[src/rtl/uart_rx.sv]
// RS232 receiver: 8N1 framing, LSB first, mid-bit sampling from a per-bit clock counter.
// Good bytes are presented with a one-cycle ready strobe; a low stop bit gives a one-cycle error strobe.
module uart_rx #(
  parameter int CLKS_PER_BIT = 217,
  parameter int CNT_W        = 8
) (
  input  logic       clk,
  input  logic       rst,
  input  logic       RxD,
  output logic [7:0] RxD_data,
  output logic       RxD_data_ready,
  output logic       RxD_frame_err,
  output logic       RxD_busy
);

  localparam logic [2:0] IDLE  = 3'd0;
  localparam logic [2:0] START = 3'd1;
  localparam logic [2:0] DATA  = 3'd2;
  localparam logic [2:0] STOP  = 3'd3;
  localparam logic [2:0] BRK   = 3'd4;

  localparam logic [CNT_W-1:0] HALF_LAST = CNT_W'(CLKS_PER_BIT / 2 - 1);
  localparam logic [CNT_W-1:0] BIT_LAST  = CNT_W'(CLKS_PER_BIT - 1);

  logic             rx_meta_r;
  logic             rx_s;
  logic [2:0]       state_r;
  logic [2:0]       next_state_s;
  logic [CNT_W-1:0] cnt_r;
  logic [CNT_W-1:0] last_s;
  logic             tick_s;
  logic             counting_s;
  logic [2:0]       bit_idx_r;
  logic [7:0]       shift_r;

  // Tick decode: the start bit is timed to its middle, every later bit by a full period.
  always_comb begin
    if (state_r == START) begin
      last_s = HALF_LAST;
    end else begin
      last_s = BIT_LAST;
    end
    tick_s     = (cnt_r == last_s);
    counting_s = (state_r == START) || (state_r == DATA) || (state_r == STOP);
  end

  // Next-state logic; unused encodings fall back to IDLE.
  always_comb begin
    next_state_s = state_r;
    case (state_r)
      IDLE: begin
        if (!rx_s) next_state_s = START;
        else       next_state_s = IDLE;
      end
      START: begin
        if (tick_s) next_state_s = rx_s ? IDLE : DATA;
        else        next_state_s = START;
      end
      DATA: begin
        if (tick_s && (bit_idx_r == 3'd7)) next_state_s = STOP;
        else                               next_state_s = DATA;
      end
      STOP: begin
        if (tick_s) next_state_s = rx_s ? IDLE : BRK;
        else        next_state_s = STOP;
      end
      // A held-low line stays here so it cannot be mistaken for new start bits.
      BRK: begin
        if (rx_s) next_state_s = IDLE;
        else      next_state_s = BRK;
      end
      default: next_state_s = IDLE;
    endcase
  end

  // State register, synchronizer, counters, shift register and registered outputs.
  always_ff @(posedge clk) begin
    if (rst) begin
      rx_meta_r      <= 1'b1;
      rx_s           <= 1'b1;
      state_r        <= IDLE;
      cnt_r          <= '0;
      bit_idx_r      <= 3'd0;
      shift_r        <= 8'd0;
      RxD_data       <= 8'd0;
      RxD_data_ready <= 1'b0;
      RxD_frame_err  <= 1'b0;
    end else begin
      rx_meta_r      <= RxD;
      rx_s           <= rx_meta_r;
      state_r        <= next_state_s;
      RxD_data_ready <= 1'b0;
      RxD_frame_err  <= 1'b0;

      if (counting_s && !tick_s) begin
        cnt_r <= cnt_r + CNT_W'(1);
      end else begin
        cnt_r <= '0;
      end

      if ((state_r == START) && tick_s) begin
        bit_idx_r <= 3'd0;
      end else if ((state_r == DATA) && tick_s) begin
        shift_r   <= {rx_s, shift_r[7:1]};
        bit_idx_r <= bit_idx_r + 3'd1;
      end else begin
        bit_idx_r <= bit_idx_r;
      end

      if ((state_r == STOP) && tick_s) begin
        if (rx_s) begin
          RxD_data       <= shift_r;
          RxD_data_ready <= 1'b1;
        end else begin
          RxD_frame_err  <= 1'b1;
        end
      end
    end
  end

  // Busy flag decoded straight from the state register.
  always_comb begin
    RxD_busy = (state_r != IDLE);
  end

endmodule

[config.mk]
export PLATFORM = sky130hd
export DESIGN_NAME = uart_rx
export DESIGN_NICKNAME = d
export VERILOG_FILES = /design/src/rtl/uart_rx.sv
export SDC_FILE = /design/constraint.sdc
export NUM_CORES = 1
export LEC_CHECK = 0
export ABC_AREA = 1
export CORE_UTILIZATION = 50
export DETAILED_ROUTE_END_ITERATION = 6
export GPL_TIMING_DRIVEN = 0
export MAX_ROUTING_LAYER = met4
export PLACE_DENSITY_LB_ADDON = 0.05
export SKIP_LAST_GASP = 1
export SLEW_MARGIN = 5
export SYNTH_ARGS = -nofsm -noshare
export SYNTH_HDL_FRONTEND = slang
export SYNTH_SLANG_ARGS = --single-unit
[constraint.sdc]
create_clock -name clk -period 1.28 [get_ports clk]
set_input_delay 0.256 -clock clk [delete_from_list [all_inputs] [get_ports clk]]
set_output_delay 0.256 -clock clk [all_outputs]
set_load 0.01 [all_outputs]
[After elaboration in Yosys (flattened, before gate mapping)]
Index checks and enable logic that the tools add are counted.
Widths: inputs -> output; s select.
Storage, ports and cells
  register bits after elaboration: 34
  latch bits: 0
  bits in writable memories: 0
  ROM bits: 0
  bits of input ports: 3
  output and inout port bits: 11
  word-level logic and storage cells: 45
  memories kept: 0
Operators by class
  add/subtract/negate cells: 2
  multiply operators: 0
  divide/modulo/power cells: 0
  order comparisons: 0
  eq/ne operators: 6
  shift operators: 0
  mux-type cells: 10
  bitwise logic cells: 3
  reduce and logical (&&, ||, !) cells: 15
Operators with widths (count)
  $pmux 3 s5: 1
  $add 8x1->8 const B: 1
  $eq 8x8->1: 1
  $mux 8: 1
  $eq 3x2->1 const B: 2
  $eq 3x3->1 const B: 2
  $mux 3: 2
  $reduce_or 2->1: 3
  $logic_and 1x1->1: 5
  $mux 1: 4
  $mux 2: 2
  $reduce_and 2->1: 2
  $add 3x1->3 const B: 1
  $eq 3x1->1 const B: 1
  $logic_not 3->1: 1
  $not 1->1: 3
  $reduce_bool 3->1: 1
  $logic_or 1x1->1: 2
  $logic_not 1->1: 1

[Longest topological paths before layout]
Gate-level depths: netlist of run 1.
  word-level depth: 7
  mapped depth: 10
  mapped depth without buffers: 10

[Least setup slack after synthesis of run 1]
Ideal clock, no wire load.
  path kind: reg2reg
  start: reg cnt_r[3]
  end: reg RxD_data[6]
  arrival time: 1216 ps
  slack: -49 ps
  cell stages (with the launch flop): 9
  path buffers: 1
  cell sequence: dfxtp_1 inv_2 nor3_4 nand4_4 nor2_4 buf_6 nand2_1 nand2_1 nor2_1
Between the ends
  cells in the longest elaborated chain, start to end: 3
RTL lines
  start, declared: RTL line 29  | logic [CNT_W-1:0] cnt_r;
  start signal, assigned: RTL line 96  | cnt_r <= cnt_r + CNT_W'(1);
  $eq 8x8->1: RTL line 43  | tick_s = (cnt_r == last_s);
  $logic_and 1x1->1: RTL line 110  | if ((state_r == STOP) && tick_s) begin
  $reduce_and 2->1 (no source line)
  end signal, assigned: RTL line 112  | RxD_data <= shift_r;
  end, declared: RTL line 10  | output logic [7:0] RxD_data,
No other way between the ends.
A chain may end at the register's enable or synchronous reset.

[Final worst setup path of run 1]
  start: reg cnt_r[4]
  end: reg RxD_data[7]
Same word-level chain as after synthesis.

==> impl_results.md, run 1 <==
- Post-DP HPWL: 1892 um
- Area fraction in compound gates after synthesis: 0.04259
- Iter 0 DRT Violations: 36
- Nets: 239
- Worst-margin pin slew: 379.5 ps
- Synth top area share: 0.4634
- Mux cell area share after synthesis: 0
- Initial Util: 0.5281
- Num rows: 19
- Synth warn: 0
- Fin. max-slew vios: 0
- Syn_nets: 203
- Post-Synthesis Cells: 197
- Critical path's slowest cell: dfxtp_2
- Commonest non-fill, non-tap cell in the layout: nor2_1
- Switching power share of the total: 0.1900
- Flops & latches, synth: 34
- Status: finished with violations
- CTS Root Cell: clkbuf_4
- Via density: 4.804
- Critical path buffers and inverters: 3
- Finished Cell Area: 1948 um2
- Post-place instance area: 1640 um2
- Clock Tree Buf Depth: 2
- # hold bufs at CTS: 0
- Largest net degree at the start of global routing: 12
- Crit-path cells: inv_2 -> nor2_2 -> nand3_2 -> inv_2 -> nand4_4 -> nor2_4 -> buf_6 -> nand2_2 -> nand2_1 -> nor2_1
- Drt total wl: 2854 um
- Largest family of logic cells by synthesized area: simple AND/OR/NAND/NOR gates
- Max stage delay on crit path: 370 ps
- RSZ-0062 raised after global routing: true
- Vias in the first global route: 1,195
- Top Ports: 14
- Die Area: 3158 um2
- Int Power: 1.749 mW
- Slew margin rel.: 0.7470
- P&R area growth vs syn: 32.62%
- Buffers on Ports: 13
- Post-Synth Simple-Gate Area: 0.3535
- Setup ws final: -160.5 ps
- Clock-pin slew on the worst setup and hold paths: 110 ps
- F_max: 694.2 MHz
- DRC errors left: 0
- Layout cells sized above 1: 0.2735
- Crit end category: flip-flop
- Hold crit path type: reg2reg
- First-pass DRT Iterations: 4
- Fin crit share: 1.125
- Cts bufs inserted: 5
- Vias: 1,273
- CP Max Fanout: 7
- Logic pwr share: 0.035
- Failing checks: setup timing
- Syn Area/Cell: 7.456 um2
- Clock Skews: 10.52 ps
- Top delay family on crit path: simple AND/OR/NAND/NOR gates
- Sequential power share: 0.491
- Clock tree sinks: 34
- Synth top area cells: dfxtp_1 46%, nor2_1 14%, nand2_1 9.2%, inv_1 5.9%, o21ai_0 2.7%
- Initial antenna violation count: 0
- Worst Setup Start Kind: flip-flop
- Die span in y: 56.20 um
- Grt ovf: 0
- Commonest cells after routing, fill and taps aside: 52 x nor2_1, 27 x nand2_1, 25 x dfxtp_1
- Antenna-violating nets left: 0
- Crit-path most repeated cell: inv_2
- Cell leakage power: 0.8364 nW
- Post-layout util: 0.7004
- Final Hold Vio Count: 0
- Post-synthesis sequential area ratio: 0.4634
- Unique masters post-synth: 24
- FILL cells: 242
- CTS tree: built
- GP Congestion: 0.8172
- Post-Synth XOR/XNOR Area: 0.02981
- Psw: 0.4103 mW
- R2R Setup Slk: -160 ps
- Post-synthesis cell area: 1469 um2
- Core area: 2781 um2
- Pwr dens: 1109 nW/um2
- Crit path DAT: 1690 ps
- N_diodes: 0
- Die W: 56.20 um
- Fin crit period: 1441 ps
- MaxCap Viol Count: 0
- Avg WL per Cell: 10.77 um
- Yosys top cell by area: dfxtp_1
- WS Path Type: reg2reg
- Gr usage total: 0.2054
- Clk Latency, worst-skew pair: 340 ps
- Worst EP required: 1530 ps
- Clk network pwr share: 0.473
- Final setup vio count: 21
- First-pass GRT wire length: 4899 um
- Peak supply drop: 1.527 mV
- Adder-cell area share of the yosys netlist: 0.02555
- H-tree depth: 2
-- state kept, by name, indices dropped and copies added, names as in the netlist --
register,cells
rx_s,1
bit_idx_r,3
shift_r,8
rx_meta_r,1
RxD_frame_err,1
RxD_data,8
state_r,3
RxD_data_ready,1
cnt_r,8
-- routing by layer --
metal  track usage  wire length [um]  vias to the layer above
met2        0.3299              1364                       23
met3       0.07674               117                        5
li1              -                 -                      676
met1        0.2394              1346                      569
met4       0.06272                27                        0
met5             -                 0                        -
-- worst paths after layout --
path                                   end            startpoint  cells past startpoint
setup / recovery  RxD_data[7]$_SDFFE_PP0P_   cnt_r[4]$_SDFF_PP0_                     10
hold / removal             rx_s$_SDFF_PP1_  rx_meta_r$_SDFF_PP1_                      1
setup reg to reg  RxD_data[7]$_SDFFE_PP0P_   cnt_r[4]$_SDFF_PP0_                     10
hold reg to reg            rx_s$_SDFF_PP1_  rx_meta_r$_SDFF_PP1_                      1
-- power groups by stage --
stage	logic (mW)	clock network [mW]	registers, mW
detailed placement	0.0653	0	1.09
CTS	0.0712	1.04	1.06
global placement	0.0642	0	1.09
finish	0.0767	1.02	1.06
floorplan	0.0452	0	1.09
global route	0.0850	1.09	1.06
-- synth_stat cells --
cell and number:
xnor2_1 1, a21oi_1 3, buf_6 2, ha_1 3, nor2_1 55, nand4_1 3
clkbuf_1 1, nor3_4 1, nor2_4 3, nand4_4 1, o21ai_0 8, inv_1 23
nand2_1 36, nand3b_1 1, o211ai_1 1, xor2_1 4, inv_2 2, nand2_2 2
nor3_1 5, nand3_2 1, dfxtp_1 34, nand3_1 4, buf_2 1, or2_2 2
-- logic make-up after synthesis --
kind of cell,after synthesis
buffers and inverters,29
flip-flops,34
XOR/XNOR,5
AND/OR/NAND/NOR,114
adder cells (fa/ha/maj),3
AO/OA/AOI/OAI,12
-- per-stage QoR --
| stage | hold slack, ps | TNS [ps] | cells | power [mW] | worst slack [ps] |
|---|---|---|---|---|---|
| global route | 453.5 | -5124 | 265 | 2.241 | -244.4 |
| CTS | 425.6 | -2635 | 262 | 2.171 | -171.2 |
| finish | 419.7 | -2334 | 265 | 2.160 | -160.5 |
| floorplan | 328.4 | -62.37 | 197 | 1.136 | -31.18 |
| global placement | 395.3 | -5463 | 241 | 1.156 | -390.7 |
| detailed placement | 398.7 | -6030 | 241 | 1.157 | -434.7 |
-- final cells by class --
class | count | area, um2 | share of cell area
Multi-Input combinational cell | 134 | 710.7 | 0.3648
Clock inverter | 2 | 60.06 | 0.03083
Buffer | 4 | 37.54 | 0.01927
Timing Repair Buffer | 29 | 254.0 | 0.1304
Clock buffer | 6 | 51.30 | 0.02633
Tap cell | 31 | 38.79 | 0.01991
Inverter | 25 | 93.84 | 0.04817
Sequential cell | 34 | 701.9 | 0.3603
-- what timing repair did --
action                     4_1_cts  5_1_grt
setup endpoints to repair       40       32
setup buffers                   11        3
pin swaps                       10        5
gates cloned                     2        0
gates resized for setup         44        9
Note: power is estimated with default switching activity, not from simulation.
==> run 2: changes to the inputs <==
--- a/config.mk
+++ b/config.mk
@@ -9,7 +9,6 @@
 export CORE_UTILIZATION = 50
 export DETAILED_ROUTE_END_ITERATION = 6
 export GPL_TIMING_DRIVEN = 0
-export MAX_ROUTING_LAYER = met4
 export PLACE_DENSITY_LB_ADDON = 0.05
 export SKIP_LAST_GASP = 1
 export SLEW_MARGIN = 5
==> impl_results.md, run 2 (synthesis gave the netlist of run 1 again) <==
- DRC errors left: 0 (unchanged)
- Iter 0 DRT Violations: 32 (-11%)
- Dpl ws: -434.7 ps (unchanged)
- Pwr dens: 1110 nW/um2 (+0.11%)
- Top delay family on crit path: simple AND/OR/NAND/NOR gates
- Setup Total Neg Slack: -2328 ps (+6.670 ps)
- Met3 WL post-DR: 148 um (+26%)
- N_diodes: 0 (unchanged)
- Initial antenna violation count: 0 (unchanged)
- Fin. max-slew vios: 0 (unchanged)
- Logic pwr share: 0.035 (about the same)
- HP Start: rx_meta_r$_SDFF_PP1_
- Crit-path cells: inv_2 -> nor2_2 -> nand3_2 -> inv_2 -> nand4_4 -> nor2_4 -> buf_6 -> nand2_2 -> nand2_1 -> nor2_1
- Slew margin rel.: 0.7446 (-0.002467)
- Int Power: 1.749 mW (about the same)
- Die Area: 3158 um2 (unchanged)
- Failing checks: setup timing
- Setup ws final: -158.5 ps (+2.069 ps)
- Crit-path most repeated cell: inv_2
- Hold crit path type: reg2reg
- Buffers on Ports: 13 (unchanged)
- Final setup vio count: 21 (unchanged)
- Status: finished with violations
- MaxCap Viol Count: 0 (unchanged)
- Max stage delay on crit path: 370 ps (about the same)
- Metal2 WL: 1352 um (-0.88%)
- Max layer used: met4
- First-pass GRT wire length: 4905 um (+0.12%)
- Die W: 56.20 um (unchanged)
- Layout cells sized above 1: 0.2735 (unchanged)
- CTS tree: built
- CTS Root Cell: clkbuf_4
- Worst Setup Start Kind: flip-flop
- Clock tree sinks: 34 (unchanged)
- Psw: 0.4126 mW (+0.56%)
- Antenna-violating nets left: 0 (unchanged)
- Cell leakage power: 0.8364 nW (unchanged)
- Peak supply drop: 1.527 mV (about the same)
- Avg WL per Cell: 10.80 um (+0.25%)
- Final Hold Vio Count: 0 (unchanged)
- Clk network pwr share: 0.474 (about the same)
- FF-to-FF Start: cnt_r[4]$_SDFF_PP0_
- Worst-margin pin slew: 383.2 ps (+3.700 ps)
- Grt ovf: 0 (unchanged)
- WS Path Type: reg2reg
- Vias in the first global route: 1,194 (-0.084%)
- Clock Tree Buf Depth: 2 (unchanged)
- Post-layout util: 0.7004 (unchanged)
- RSZ-0062 raised after global routing: true
- Post-DP HPWL: 1892 um (unchanged)
- Metal-1 WL: 1336 um (-0.74%)
- Clk Latency, worst-skew pair: 340 ps (about the same)
- Critical path's slowest cell: dfxtp_2
- Critical path buffers and inverters: 3 (unchanged)
- Biggest regs: RxD_data (8), cnt_r (8), shift_r (8)
- Largest net degree at the start of global routing: 12 (unchanged)
- Switching power share of the total: 0.1908 (+0.0008599)
- CP Max Fanout: 7 (unchanged)
- CP startpoint: cnt_r[4]$_SDFF_PP0_
- Core area: 2781 um2 (unchanged)
- Clock Skews: 11.19 ps (+0.6728 ps)
- Top Ports: 14 (unchanged)
- P&R area growth vs syn: 32.62% (unchanged)
- Die span in y: 56.20 um (unchanged)
- Sequential power share: 0.491 (about the same)
- Fin crit share: 1.124 (-0.001616)
- Cts bufs inserted: 5 (unchanged)
- Worst EP required: 1530 ps (about the same)
- Clock-pin slew on the worst setup and hold paths: 110 ps (about the same)
- Crit end category: flip-flop
- Crit path DAT: 1690 ps (about the same)
- Commonest cells after routing, fill and taps aside: 52 x nor2_1, 27 x nand2_1, 25 x dfxtp_1
- Vias: 1,276 (+0.24%)
- Via density: 4.815 (+0.24%)
- Num rows: 19 (unchanged)
- Initial Util: 0.5281 (unchanged)
- Nets: 239 (unchanged)
- H-tree depth: 2 (unchanged)
- Commonest non-fill, non-tap cell in the layout: nor2_1
- Drt total wl: 2861 um (+0.25%)
- Gr usage total: 0.1998 (-0.005634)
- Fin crit period: 1438 ps (-2.069 ps)
- F_max: 695.2 MHz (+0.14%)
- First-pass DRT Iterations: 4 (unchanged)
- GP Congestion: 0.8054 (-1.4%)
run 2: cell counts in the layout (fill, tap and decap cells not counted):
Identical to the previous run, type by type.
run 2: path summary, 6_finish.rpt:
check	cells after the start	end	slack, ps
worst max register to register	10	RxD_data[7]$_SDFFE_PP0P_	-160
worst min-delay path	1	rx_s$_SDFF_PP1_	420
worst min register to register	1	rx_s$_SDFF_PP1_	420
worst max-delay path	10	RxD_data[7]$_SDFFE_PP0P_	-160
run 2: power groups by stage:
stage	Sequential [mW]	Clock [mW]	Combinational, mW
after floorplan	1.09	0	0.0452
after global placement	1.09	0	0.0642
after detailed placement	1.09	0	0.0653
after CTS	1.06	1.04	0.0712
after global routing	1.06	1.09	0.0850
final	1.06	1.02	0.0767
run 2: per-stage QoR:
| step | hold slack, ps | power, mW | std cells | area (um2) |
|---|---|---|---|---|
| 5_1_grt | 453.5 | 2.241 | 265 | 1948 |
| 6_report | 419.6 | 2.162 | 265 | 1948 |
| 3_3_place_gp | 395.3 | 1.156 | 241 | 1640 |
| 2_1_floorplan | 328.4 | 1.136 | 197 | 1471 |
| 4_1_cts | 425.6 | 2.171 | 262 | 1917 |
| 3_5_place_dp | 398.7 | 1.157 | 241 | 1640 |
run 2: timing repair:
item | CTS | global route
endpoints found under the hold margin | 0 | 0
cloned | 2 | 0
setup endpoints to repair | 40 | 32
pin swaps | 10 | 5
buffers inserted | 11 | 3
resized for setup | 44 | 9
hold buffers | 0 | 0
run 2: cell type report:
class / instances / area [um2]
clock buffers: 6 / 51.30
multi-input cells: 134 / 710.7
repair buffers: 29 / 254.0
plain buffers: 4 / 37.54
inverters: 25 / 93.84
fillers: 242 / 833.3
clock inverters: 2 / 60.06
well taps: 31 / 38.79
flip-flops and latches: 34 / 701.9
run 2: routing by layer:
metal | up-vias | track usage
met2 | 32 | 0.3299
met5 | - | 0
met1 | 564 | 0.2394
met4 | 0 | 0.06272
met3 | 5 | 0.07674
li1 | 675 | -
==> run 3: changes to the inputs <==
--- a/config.mk
+++ b/config.mk
@@ -6,12 +6,12 @@
 export NUM_CORES = 1
 export LEC_CHECK = 0
 export ABC_AREA = 1
-export CORE_UTILIZATION = 50
+export CORE_UTILIZATION = 55
 export DETAILED_ROUTE_END_ITERATION = 6
+export DONT_BUFFER_PORTS = 1
 export GPL_TIMING_DRIVEN = 0
 export PLACE_DENSITY_LB_ADDON = 0.05
 export SKIP_LAST_GASP = 1
-export SLEW_MARGIN = 5
 export SYNTH_ARGS = -nofsm -noshare
 export SYNTH_HDL_FRONTEND = slang
 export SYNTH_SLANG_ARGS = --single-unit
==> impl_results.md, run 3 (synthesis gave the netlist of run 1 again) <==
- Worst-margin pin slew: 447.8 ps (+64.67 ps)
- Worst Setup Start Kind: flip-flop
- Slew margin rel.: 0.7015 (-0.04311)
- Vias in the first global route: 1,231 (+3.1%)
- H-tree depth: 2 (unchanged)
- Final Hold Vio Count: 0 (unchanged)
- Clock Tree Buf Depth: 2 (unchanged)
- Final setup vio count: 23 (+9.5%)
- Antenna-violating nets left: 0 (unchanged)
- Crit-path cells: inv_4 -> nor2_4 -> nand3_4 -> inv_2 -> nand4_4 -> nor2_4 -> buf_4 -> nor2_1 -> nor2_1
- Via density: 5.247 (+9.0%)
- Clock tree sinks: 34 (unchanged)
- Pwr dens: 1087 nW/um2 (-2.1%)
- Num rows: 18 (-1)
- Drt total wl: 3639 um (+27%)
- Max stage delay on crit path: 410 ps (+40 ps)
- P&R area growth vs syn: 38.25%
- Worst EP required: 1580 ps (+50 ps)
- Avg WL per Cell: 14.05 um (+30%)
- Nets: 234 (-2.1%)
- Initial Util: 0.5876 (+0.05947)
- First-pass DRT Iterations: 4 (unchanged)
- Worst r2r path cells: 9 (-1)
- Cell leakage power: 0.8060 nW (-3.6%)
- CTS Root Cell: clkbuf_4
- Gr usage total: 0.2540 (+0.05418)
- Status: finished with violations
- Layout cells sized above 1: 0.3886 (+0.1151)
- Initial antenna violation count: 0 (unchanged)
- WS Path Type: reg2reg
- Hold crit path type: in2reg
- Clk Latency, worst-skew pair: 360 ps (+20 ps)
- Fin crit period: 1475 ps (+36.66 ps)
- Commonest cells after routing, fill and taps aside: 45 x nor2_1, 27 x nand2_1, 25 x dfxtp_1
- CP Depth: 9 (-1)
- Peak supply drop: 1.025 mV (-33%)
- Hold path cells: 3 (+2)
- Iter 0 DRT Violations: 42 (+31%)
- Die Area: 2882 um2 (-8.8%)
- Clock-pin slew on the worst setup and hold paths: 110 ps (about the same)
- Non-Filler Instances: 259 (-2.3%)
- Biggest regs: RxD_data (8), cnt_r (8), shift_r (8)
- Die span in y: 53.68 um (-4.5%)
- CTS tree: built
- Crit path DAT: 1780 ps (+90 ps)
- First-pass GRT wire length: 5030 um (+2.5%)
- RSZ-0062 raised after global routing: true
- R2R Setup Slk: -200 ps (-40 ps)
- Buffers on Ports: 0 (-13)
- Commonest non-fill, non-tap cell in the layout: nor2_1
- Setup Total Neg Slack: -3075 ps (-747.4 ps)
- DRC errors left: 0 (unchanged)
- GP Congestion: 0.7975 (-0.98%)
- N_diodes: 0 (unchanged)
- Core area: 2500 um2 (-10%)
- Fin crit share: 1.152 (+0.02864)
- Vias: 1,359 (+6.5%)
- Met2 usage: 0.4280 (+0.09805)
- Critical path's slowest cell: dfxtp_4
- Top delay family on crit path: simple AND/OR/NAND/NOR gates
- Cts bufs inserted: 5 (unchanged)
- Clock Skews: 6.615 ps (-4.580 ps)
- Post-DP HPWL: 1813 um (-4.2%)
- Setup ws final: -195.1 ps (-36.66 ps)
- Grt met3 use: 0.06497 (-0.01177)
- CP Max Fanout: 6 (-1)
- Largest net degree at the start of global routing: 12 (unchanged)
- Placed cells: 227 (-5.8%)
- M1 GR Usage: 0.2704 (+0.03101)
- MaxCap Viol Count: 0 (unchanged)
- Fin. max-slew vios: 0 (unchanged)
- Critical path buffers and inverters: 3 (unchanged)
- Grt ovf: 0 (unchanged)
- F_max: 677.9 MHz (-2.5%)
- Global route hottest layer: met2
- Failing checks: setup timing
- Top Ports: 14 (unchanged)
- Crit end category: flip-flop
- Die W: 53.68 um (-4.5%)
run 3: cell count changes in the layout (fill, tap and decap cells not counted), sizes merged:
cell	previous run	this run
dlygate4sd2	8	0
buf	19	24
dlygate4sd3	0	3
clkdlybuf4s15	2	0
clkdlybuf4s50	2	0
clkbuf	8	7
run 3: power by group:
part	leakage [nW]	internal [mW]	switching (mW)	total (mW)
registers	0.280	1.06	0.00543	1.06
logic	0.467	0.0390	0.0582	0.0972
clock network	0.0585	0.661	0.387	1.05
total	0.806	1.76	0.450	2.21
run 3: metrics by stage:
stage | setup slack (ps) | hold slack, ps | total power [mW] | instance area, um2 | utilization
final | -195.1 | 111.1 | 2.207 | 2031 | 0.8123
after global routing | -269.4 | 109.9 | 2.252 | 2031 | 0.8123
after CTS | -98.69 | 0.8933 | 2.203 | 1852 | 0.7407
after detailed placement | -225.6 | 330.7 | 1.146 | 1509 | 0.6036
after global placement | -192.2 | 329.5 | 1.144 | 1509 | 0.6036
after floorplan | -31.18 | 328.4 | 1.136 | 1471 | -
run 3: layout make-up:
type,instances,area [um2]
plain buffers,4,37.54
clock buffers,6,51.30
clock inverters,2,60.06
fillers,153,469.2
inverters,25,96.34
multi-input cells,134,828.3
flip-flops and latches,34,701.9
well taps,30,37.54
repair buffers,24,217.7
run 3: worst reg2reg max path: cells and delay by family (launching register included):
kind	cells	cell delay, ps
buffers and inverters	3	320
DFF	1	410
and+or+nand+nor	6	700
run 3: final timing paths:
kind / startpoint / to
worst max-delay path: cnt_r[4]$_SDFF_PP0_ / RxD_data[3]$_SDFFE_PP0P_
worst max register to register: cnt_r[4]$_SDFF_PP0_ / RxD_data[3]$_SDFFE_PP0P_
worst min-delay path: rst / cnt_r[2]$_SDFF_PP0_
worst min register to register: rx_meta_r$_SDFF_PP1_ / rx_s$_SDFF_PP1_
run 3: routing by layer:
layer,up-vias,routed length (um)
li1,668,-
met1,631,1424
met2,47,1922
met3,13,180
met4,0,112
met5,-,0
run 3: repair_timing:
item | CTS | global route
hold endpoints to repair | 5 | 1
cloned | 3 | 0
gates resized for setup | 46 | 33
setup buffers | 12 | 6
hold buffers | 2 | 1
pin swaps | 13 | 14
setup endpoints to repair | 29 | 30
